<file path="src/rtl/sram_bus_arbiter.sv">
// sram_bus_arbiter
//   Shares one sram-like master port between the CPU instruction port (inst_*)
//   and data port (data_*). One outstanding transaction at a time. Data has
//   fixed priority; a starvation counter forces an instruction grant after
//   STARVE_LIMIT consecutive data grants while inst_req is pending.
//
// Ports
//   clk, rstn                 clock, asynchronous active-low reset
//   inst_req/wr/size/addr     instruction request side (inputs)
//   inst_rdata/addr_ok/data_ok instruction responses (outputs)
//   data_req/wr/size/addr/wdata data request side (inputs)
//   data_rdata/addr_ok/data_ok data responses (outputs)
//   m_req/wr/size/addr/wdata  master request (outputs, registered)
//   m_rdata/addr_ok/data_ok   slave responses (inputs)
//   busy                      state != IDLE
//   err_stray                 sticky: slave data_ok with no accepted transaction
module sram_bus_arbiter #(
  parameter int unsigned STARVE_LIMIT = 4
) (
  input  logic        clk,
  input  logic        rstn,
  input  logic        inst_req,
  input  logic        inst_wr,
  input  logic [1:0]  inst_size,
  input  logic [31:0] inst_addr,
  output logic [31:0] inst_rdata,
  output logic        inst_addr_ok,
  output logic        inst_data_ok,
  input  logic        data_req,
  input  logic        data_wr,
  input  logic [1:0]  data_size,
  input  logic [31:0] data_addr,
  input  logic [31:0] data_wdata,
  output logic [31:0] data_rdata,
  output logic        data_addr_ok,
  output logic        data_data_ok,
  output logic        m_req,
  output logic        m_wr,
  output logic [1:0]  m_size,
  output logic [31:0] m_addr,
  output logic [31:0] m_wdata,
  input  logic [31:0] m_rdata,
  input  logic        m_addr_ok,
  input  logic        m_data_ok,
  output logic        busy,
  output logic        err_stray
);

  localparam logic [1:0] StIdle = 2'd0;
  localparam logic [1:0] StAddr = 2'd1;
  localparam logic [1:0] StData = 2'd2;

  localparam logic OwnData = 1'b0;
  localparam logic OwnInst = 1'b1;

  localparam logic [3:0] Limit = 4'(STARVE_LIMIT);

  logic [1:0]  state_q, state_d;
  logic        owner_q, owner_d;
  logic [3:0]  starve_q, starve_d;
  logic        wr_q, wr_d;
  logic [1:0]  size_q, size_d;
  logic [31:0] addr_q, addr_d;
  logic [31:0] wdata_q, wdata_d;
  logic        stray_q, stray_d;

  logic in_idle, in_addr, in_data;
  logic addr_acc, done, arb_en;
  logic inst_pend, data_pend, gnt_inst, gnt_data, gnt_any;

  always_comb begin
    in_idle  = (state_q == StIdle);
    in_addr  = (state_q == StAddr);
    in_data  = (state_q == StData);
    addr_acc = in_addr & m_addr_ok;
    // Transaction completes either in DATA or on a same-cycle addr+data accept.
    done     = m_data_ok & (in_data | addr_acc);
    arb_en   = in_idle | done;
    // On a same-cycle accept the owner's req is the one just accepted, not a new one.
    inst_pend = inst_req & ~(addr_acc & (owner_q == OwnInst));
    data_pend = data_req & ~(addr_acc & (owner_q == OwnData));
    gnt_inst  = arb_en & inst_pend & (~data_pend | (starve_q == Limit));
    gnt_data  = arb_en & data_pend & ~gnt_inst;
    gnt_any   = gnt_inst | gnt_data;
  end

  always_comb begin
    state_d  = state_q;
    owner_d  = owner_q;
    starve_d = starve_q;
    wr_d     = wr_q;
    size_d   = size_q;
    addr_d   = addr_q;
    wdata_d  = wdata_q;
    stray_d  = stray_q | (m_data_ok & (in_idle | (in_addr & ~m_addr_ok)));

    unique case (state_q)
      StIdle:  state_d = gnt_any ? StAddr : StIdle;
      StAddr: begin
        if (addr_acc && m_data_ok) state_d = gnt_any ? StAddr : StIdle;
        else if (addr_acc)         state_d = StData;
        else                       state_d = StAddr;
      end
      StData: begin
        if (m_data_ok) state_d = gnt_any ? StAddr : StIdle;
      end
      default: state_d = StIdle;
    endcase

    if (gnt_inst) begin
      owner_d  = OwnInst;
      wr_d     = inst_wr;
      size_d   = inst_size;
      addr_d   = inst_addr;
      wdata_d  = 32'h0;
      starve_d = 4'd0;
    end else if (gnt_data) begin
      owner_d = OwnData;
      wr_d    = data_wr;
      size_d  = data_size;
      addr_d  = data_addr;
      wdata_d = data_wdata;
      if (!inst_pend)             starve_d = 4'd0;
      else if (starve_q != Limit) starve_d = starve_q + 4'd1;
    end
  end

  always_ff @(posedge clk or negedge rstn) begin
    if (!rstn) begin
      state_q  <= StIdle;
      owner_q  <= OwnData;
      starve_q <= 4'd0;
      wr_q     <= 1'b0;
      size_q   <= 2'b00;
      addr_q   <= 32'h0;
      wdata_q  <= 32'h0;
      stray_q  <= 1'b0;
    end else begin
      state_q  <= state_d;
      owner_q  <= owner_d;
      starve_q <= starve_d;
      wr_q     <= wr_d;
      size_q   <= size_d;
      addr_q   <= addr_d;
      wdata_q  <= wdata_d;
      stray_q  <= stray_d;
    end
  end

  always_comb begin
    m_req        = in_addr;
    m_wr         = wr_q;
    m_size       = size_q;
    m_addr       = addr_q;
    m_wdata      = wdata_q;
    busy         = ~in_idle;
    err_stray    = stray_q;
    inst_addr_ok = addr_acc & (owner_q == OwnInst);
    data_addr_ok = addr_acc & (owner_q == OwnData);
    inst_data_ok = done & (owner_q == OwnInst);
    data_data_ok = done & (owner_q == OwnData);
    inst_rdata   = inst_data_ok ? m_rdata : 32'h0;
    data_rdata   = data_data_ok ? m_rdata : 32'h0;
  end

endmodule

</file>
<file path="config.mk">
export PLATFORM = sky130hd
export DESIGN_NAME = sram_bus_arbiter
export DESIGN_NICKNAME = d
export VERILOG_FILES = /design/src/rtl/sram_bus_arbiter.sv
export SDC_FILE = /design/constraint.sdc
export NUM_CORES = 1
export LEC_CHECK = 0
export CAP_MARGIN = 15
export CORE_AREA = 2 2 108 110
export CTS_BUF_LIST = sky130_fd_sc_hd__clkbuf_8
export DETAILED_ROUTE_END_ITERATION = 12
export DIE_AREA = 0 0 110 112
export GPL_TIMING_DRIVEN = 0
export PLACE_DENSITY_LB_ADDON = 0.08
export SLEW_MARGIN = 30
export SYNTH_ARGS = -nofsm -noshare
export SYNTH_HDL_FRONTEND = slang
export SYNTH_SLANG_ARGS = --single-unit
</file>
<file path="constraint.sdc">
create_clock -name clk -period 2.73 [get_ports clk]
set_clock_uncertainty 0.05 [all_clocks]
set_input_delay 0.6825 -clock clk [delete_from_list [all_inputs] [get_ports clk]]
set_output_delay 0.6825 -clock clk [all_outputs]
set_load 0.01 [all_outputs]
</file>
==> reports/results.ini, run 1 <==
[detailed_routing]
drt_iter0_drc = 331
via_count = 3992
wl_per_cell_um = 16.63
postRouteAntennaNets = 0
drc_errors = 0
wl_um = 13890
drtPass1Iterations = 4
via_per_inst = 4.781

[layout]
seqCellArea_um2 = 1878
nets = 828
n_fill_cell = 1026
fin_util_pct = 61.42
layout-area-overhead-vs-synth_pct = 86.18
layout-drive-gt1-share_pct = 12.74
multiInputGateArea_um2 = 1635
final_common_cell = clkdlybuf4s50_1
final_cell_mix = 208 x clkdlybuf4s50_1, 74 x dfrtp_1, 62 x and2_1

[timing]
fin_crit_sh_pct = 96.47
slew_violations = 0
finalWorstPathRequiredPeriod_ps = 2634
slew_headroom_pct = 61.43
setup_viol = 0
max_freq_mhz = 379.7
tns_ps = 0
worst_pin_slew_ps = 578.5
hold_viol = 0

[logic_synthesis]
synth-xor-area-share_pct = 0
synth_cells = 390
ys_types = 31
synth_edf_count = 0
yosysWarningCount = 0
synth_nets = 532
synthFlopType = dfrtp_1
synth_seq_area_share_pct = 50.92
synthesis.area_um2 = 3686
syn_avg_cell_area_um2 = 9.451
synth_simple_gate_area_share_pct = 21.62
yosys.area_share.adder_pct = 0.6789
synth_top_family_by_area = simple AND/OR/NAND/NOR gates
muxShareOfSynthArea_pct = 0.3055
ys_seq_elements = 75
synth-compound-area-share_pct = 20.54
async_flop_share_pct = 100.0

[power]
p_per_area_nw_per_um2 = 872.8
ir_worst_vdd_v = 0.0003727
power_leakage_uw = 0.003225
power.total_uw = 5990

[clock_tree]
htreeDepth = 3
ctsLongestPathBuffers = 2
root_buffer = clkbuf_8
clk_pin_slew_worst_paths_ps = 80
clk_latency_ps = 350
clock-sinks = 75
cts_tree = yes
cts_buffers = 9

[global_route]
grt_antenna_before_repair = 1
grt_pass1_wl_um = 21270
grt_pass1_vias = 4220
grt.overflow.total = 0
gr-usage-all-layers_pct = 22.62
grt_max_degree = 45

[flow_run]
max_cap_viol_count = 0

[worst_hold_path]
min_path_type = input port to asynchronous set/reset pin

[floorplanning]
start_util_pct = 32.99
dieHeight_um = 112
die_area_um2 = 12320
die_w_um = 110
io_pins = 278
num_rows = 39
core_area_um2 = 11170

[critical_path]
crit_start = m_addr_ok
critical_path_class = input port to output port
crit_fanout = 10
required_ps = 2000
r2r_start = state_q[1]
start_kind = input port
r2r_slack_ps = 810
critPathCaptureType = output port
r2r-end = m_addr[29]
crit_end = data_rdata[27]
rr_worst_depth = 8
worstPathArrival_ps = 1900

[status]
status = finished clean

[placement]
dp_hpwl_um = 10900
gp_congestion = 0.8291
numPortBuffers = 277

cell type report:
cell class	count	share of cell area, %
Antenna cell	1	0.03646
Buffer	30	3.610
Clock buffer	10	2.005
Clock inverter	6	0.8387
Inverter	5	0.2735
Multi-Input combinational cell	280	23.83
Sequential cell	75	27.37
Tap cell	143	2.607
Timing Repair Buffer	285	39.43
routing by layer:
metal / up-vias / GRT usage [%] / share of wire (%)
met2: 192 / 40.20 / 51
met3: 19 / 6.323 / 9.5
li1: 1912 / - / -
met1: 1869 / 25.20 / 36
met5: - / 0 / 0
met4: 0 / 8.523 / 2.5
state kept, by name, indices dropped and copies added, names as in the netlist:
name	cells
state_q	2
owner_q	1
m_size	2
err_stray	1
m_wr	1
m_wdata	32
m_addr	32
starve_q	4
power breakdown:
| group | internal, uW | switching, uW | total, uW |
|---|---|---|---|
| registers | 1600 | 308 | 1910 |
| clock network | 439 | 412 | 851 |
| logic | 1760 | 1460 | 3230 |
kinds of logic (layout without fill, tap and decap cells):
group	count (synthesis)	count (layout)
buf+inv	35	336
other cells	0	1
fa+ha+maj	2	2
simple gates	159	159
mux	1	1
flops	75	75
compound gates	118	118
per-stage QoR:
step | instance area (um2) | cells | hold slack, ps | setup slack [ps]
global placement | 6638 | 810 | 409.2 | -1722
finish | 6863 | 835 | 275.8 | 96.49
floorplan | 3686 | 390 | 336.9 | 348.6
CTS | 6885 | 832 | 292.6 | 4.104
detailed placement | 6655 | 811 | 409.1 | -1108
global route | 6863 | 835 | 314.3 | -33.36
Yosys cell counts (2+ instances only):
master    instances  area [um2]
and3_1            2       12.51
a22o_1           35       306.5
or2_2             2       12.51
dfrtp_1          75        1877
buf_6             8       90.09
and2_1           64       400.4
nand2_1          40       150.1
nand3_1           3       15.01
clkbuf_1          8       30.03
inv_1             4       15.01
nor2b_1           2       12.51
o21ai_1          31       155.2
o21ai_0          11       55.05
a21oi_1          34       170.2
buf_2            10       50.05
ha_1              2       25.02
buf_4             4       30.03
nor2_1           41       153.9
nand2b_1          2       12.51
worst max-delay path, stage by stage:
cell and delay, ps:
buf_2 160, nand3b_4 100, o21ai_4 80, nand2_2 80, nor2_4 140, buf_4 130, clkbuf_8 140, and2_4 160
clkdlybuf4s15_2 220
how the worst min path moves through the flow:
stage             endpoint       from  slack [ps]
2_1_floorplan    err_stray       rstn         340
3_3_place_gp     err_stray  err_stray         410
3_5_place_dp     err_stray  err_stray         410
4_1_cts         m_addr[14]       rstn         290
5_1_grt        m_wdata[14]       rstn         310
6_report       m_wdata[14]       rstn         280
repair_timing:
action	in CTS	in global routing
resized for setup	107	33
buffers inserted	5	2
pin swaps	1	1
setup endpoints to repair	68	36
hold buffers	0	0
No activity file was read; power rests on OpenSTA's default activity.
==> inputs of run 2 (changes only) <==
--- a/config.mk
+++ b/config.mk
@@ -10,7 +10,6 @@
 export CTS_BUF_LIST = sky130_fd_sc_hd__clkbuf_8
 export DETAILED_ROUTE_END_ITERATION = 12
 export DIE_AREA = 0 0 110 112
-export GPL_TIMING_DRIVEN = 0
 export PLACE_DENSITY_LB_ADDON = 0.08
 export SLEW_MARGIN = 30
 export SYNTH_ARGS = -nofsm -noshare
==> reports/results.ini, run 2 (synthesis results as in run 1) <==
[status]
status = finished clean  ; unchanged

[placement]
gp_congestion = 0.7918  ; was 0.8291
numPortBuffers = 277  ; unchanged
placed_cell_area_um2 = 6695  ; was 6655 um2
dp_hpwl_um = 10440  ; was 10900 um

[timing]
tns_ps = 0  ; unchanged
slew_violations = 0  ; unchanged
hold_viol = 0  ; unchanged
max_freq_mhz = 381.3  ; was 379.7 MHz
fin_crit_sh_pct = 96.06  ; was 96.47%
rsz0062_at_grt = no
slew_headroom_pct = 69.49  ; was 61.43%
setup_viol = 0  ; unchanged
finalWorstPathRequiredPeriod_ps = 2622  ; was 2634 ps
worst_pin_slew_ps = 457.7  ; was 578.5 ps

[detailed_routing]
via_count = 3969  ; was 3992
wl_per_cell_um = 17.09  ; was 16.63 um
via_per_inst = 4.852  ; was 4.781
postRouteAntennaNets = 0  ; unchanged
drt_iter0_drc = 224  ; was 331
wl_um = 13980  ; was 13890 um
drtPass1Iterations = 4  ; unchanged
drc_errors = 0  ; unchanged

[critical_path]
critical_path_class = flop to output port  ; was input port to output port
r2r_slack_ps = 730  ; was 810 ps
critPathCaptureType = output port  ; unchanged
crit_fanout = 16  ; was 10
worstPathArrival_ps = 1890  ; was 1900 ps
required_ps = 2000  ; about the same
start_kind = flop  ; was input port

[global_route]
grt_use_met1_pct = 24.32  ; was 25.20%
grt_util_met2_pct = 40.90  ; was 40.20%
grt_max_degree = 47  ; was 45
grt_antenna_before_repair = 0  ; was 1
use_met3_pct = 6.909  ; was 6.323%
grt-busiest-layer = met2  ; unchanged
grt_pass1_wl_um = 21130  ; was 21270 um
gr-usage-all-layers_pct = 22.54  ; was 22.62%
grt.overflow.total = 0  ; unchanged
grt_pass1_vias = 4106  ; was 4220

[floorplanning]
io_pins = 278  ; unchanged
core_area_um2 = 11170  ; unchanged
dieHeight_um = 112  ; unchanged
start_util_pct = 32.99  ; unchanged
die_area_um2 = 12320  ; unchanged
die_w_um = 110  ; unchanged
num_rows = 39  ; unchanged

[layout]
final_cell_area_um2 = 6965  ; was 6863 um2
final_cell_mix = 208 x clkdlybuf4s50_1, 75 x dfrtp_1, 64 x and2_1  ; was 208 x clkdlybuf4s50_1, 74 x dfrtp_1, 62 x and2_1
layout-drive-gt1-share_pct = 11.11  ; was 12.74%
diodes = 0  ; was 1
layout-area-overhead-vs-synth_pct = 88.97  ; was 86.18%
n_fill_cell = 984  ; was 1026
final_common_cell = clkdlybuf4s50_1  ; unchanged
nets = 812  ; was 828

[flow_run]
max_cap_viol_count = 0  ; unchanged

[worst_hold_path]
min_path_type = input port to asynchronous set/reset pin  ; unchanged

[clock_tree]
cts_buffers = 9  ; unchanged
ctsLongestPathBuffers = 2  ; unchanged
clk_latency_ps = 350  ; about the same
clk_pin_slew_worst_paths_ps = 90  ; was 80 ps
htreeDepth = 3  ; unchanged
root_buffer = clkbuf_8  ; unchanged
cts_tree = yes  ; unchanged
hold_buffers = 0  ; unchanged
clock-sinks = 75  ; unchanged

[power]
ir_worst_vdd_v = 0.0004145  ; was 0.0003727 V
p_per_area_nw_per_um2 = 868.6  ; was 872.8 nW/um2
power_leakage_uw = 0.003113  ; was 0.003225 uW
power.total_uw = 6050  ; was 5990 uW

-- run 2: cell count changes in the layout (fill, tap and decap cells not counted), moves of 3 or more --
cell	previous run	this run
clkbuf_2	15	4
buf_12	1	9
clkbuf_8	14	9
buf_6	8	0
clkdlybuf4s15_2	3	18
buf_2	12	0
dlygate4sd2_1	46	33
clkinv_4	0	3
clkdlybuf4s15_1	1	13
-- run 2: per-layer routing --
metal  vias up  share of wire [%]
met4         0                1.2
met5         -                  0
met2       191                 52
met3        12                 10
met1      1879                 36
li1       1887                  -
-- run 2: final timing paths --
| path | startpoint | to | cells after the start |
|---|---|---|---|
| max | state_q[1] | inst_rdata[14] | 6 |
| min | rstn | m_wdata[22] | 1 |
| max reg2reg | state_q[0] | m_addr[0] | 9 |
| min reg2reg | m_addr[15] | m_addr[15] | 2 |
| max in group asynchronous | rstn | m_wdata[30] | 2 |
| min in group clk | m_addr[15] | m_addr[15] | 2 |
-- run 2: what timing repair did --
item,CTS,global route
gates cloned,2,0
resized for setup,125,8
pin swaps,3,1
buffers inserted,1,1
endpoints found under the setup margin,68,48
-- run 2: cell type report --
cell class / instances / area (um2) / share of cell area, %
timing repair buffer: 299 / 3059 / 43.92
sequential: 75 / 1877 / 26.94
multi-input combinational: 280 / 1630 / 23.41
tap: 143 / 178.9 / 2.569
clock buffer: 9 / 123.9 / 1.778
clock inverter: 7 / 77.57 / 1.114
inverter: 5 / 18.77 / 0.2694
-- run 2: where the power goes --
group	total (uW)	leakage (uW)	switching, uW	internal (uW)
sequential	1900	0.000932	300	1600
combinational	3270	0.00208	1460	1810
clock	878	0.0000998	450	428
total	6050	0.00311	2210	3840
-- run 2: worst max-delay path, cell delays in order, from the launching register on --
cell and delay, ps:
dfrtp_1 420, nand3b_4 170, o21ai_2 80, and3_4 230, bufbuf_16 280, and2_1 140
clkdlybuf4s15_2 220
-- run 2: stage by stage --
step                      setup slack, ps  instances  hold WS, ps  utilization [%]
after floorplan                     348.6        390        336.9                -
after global placement             -524.9        798        415.8            59.91
after detailed placement           -541.8        798        420.3            59.91
after CTS                           4.126        817        199.1            62.40
after global routing                1.114        818        214.3            62.33
final                               107.6        818        201.1            62.33
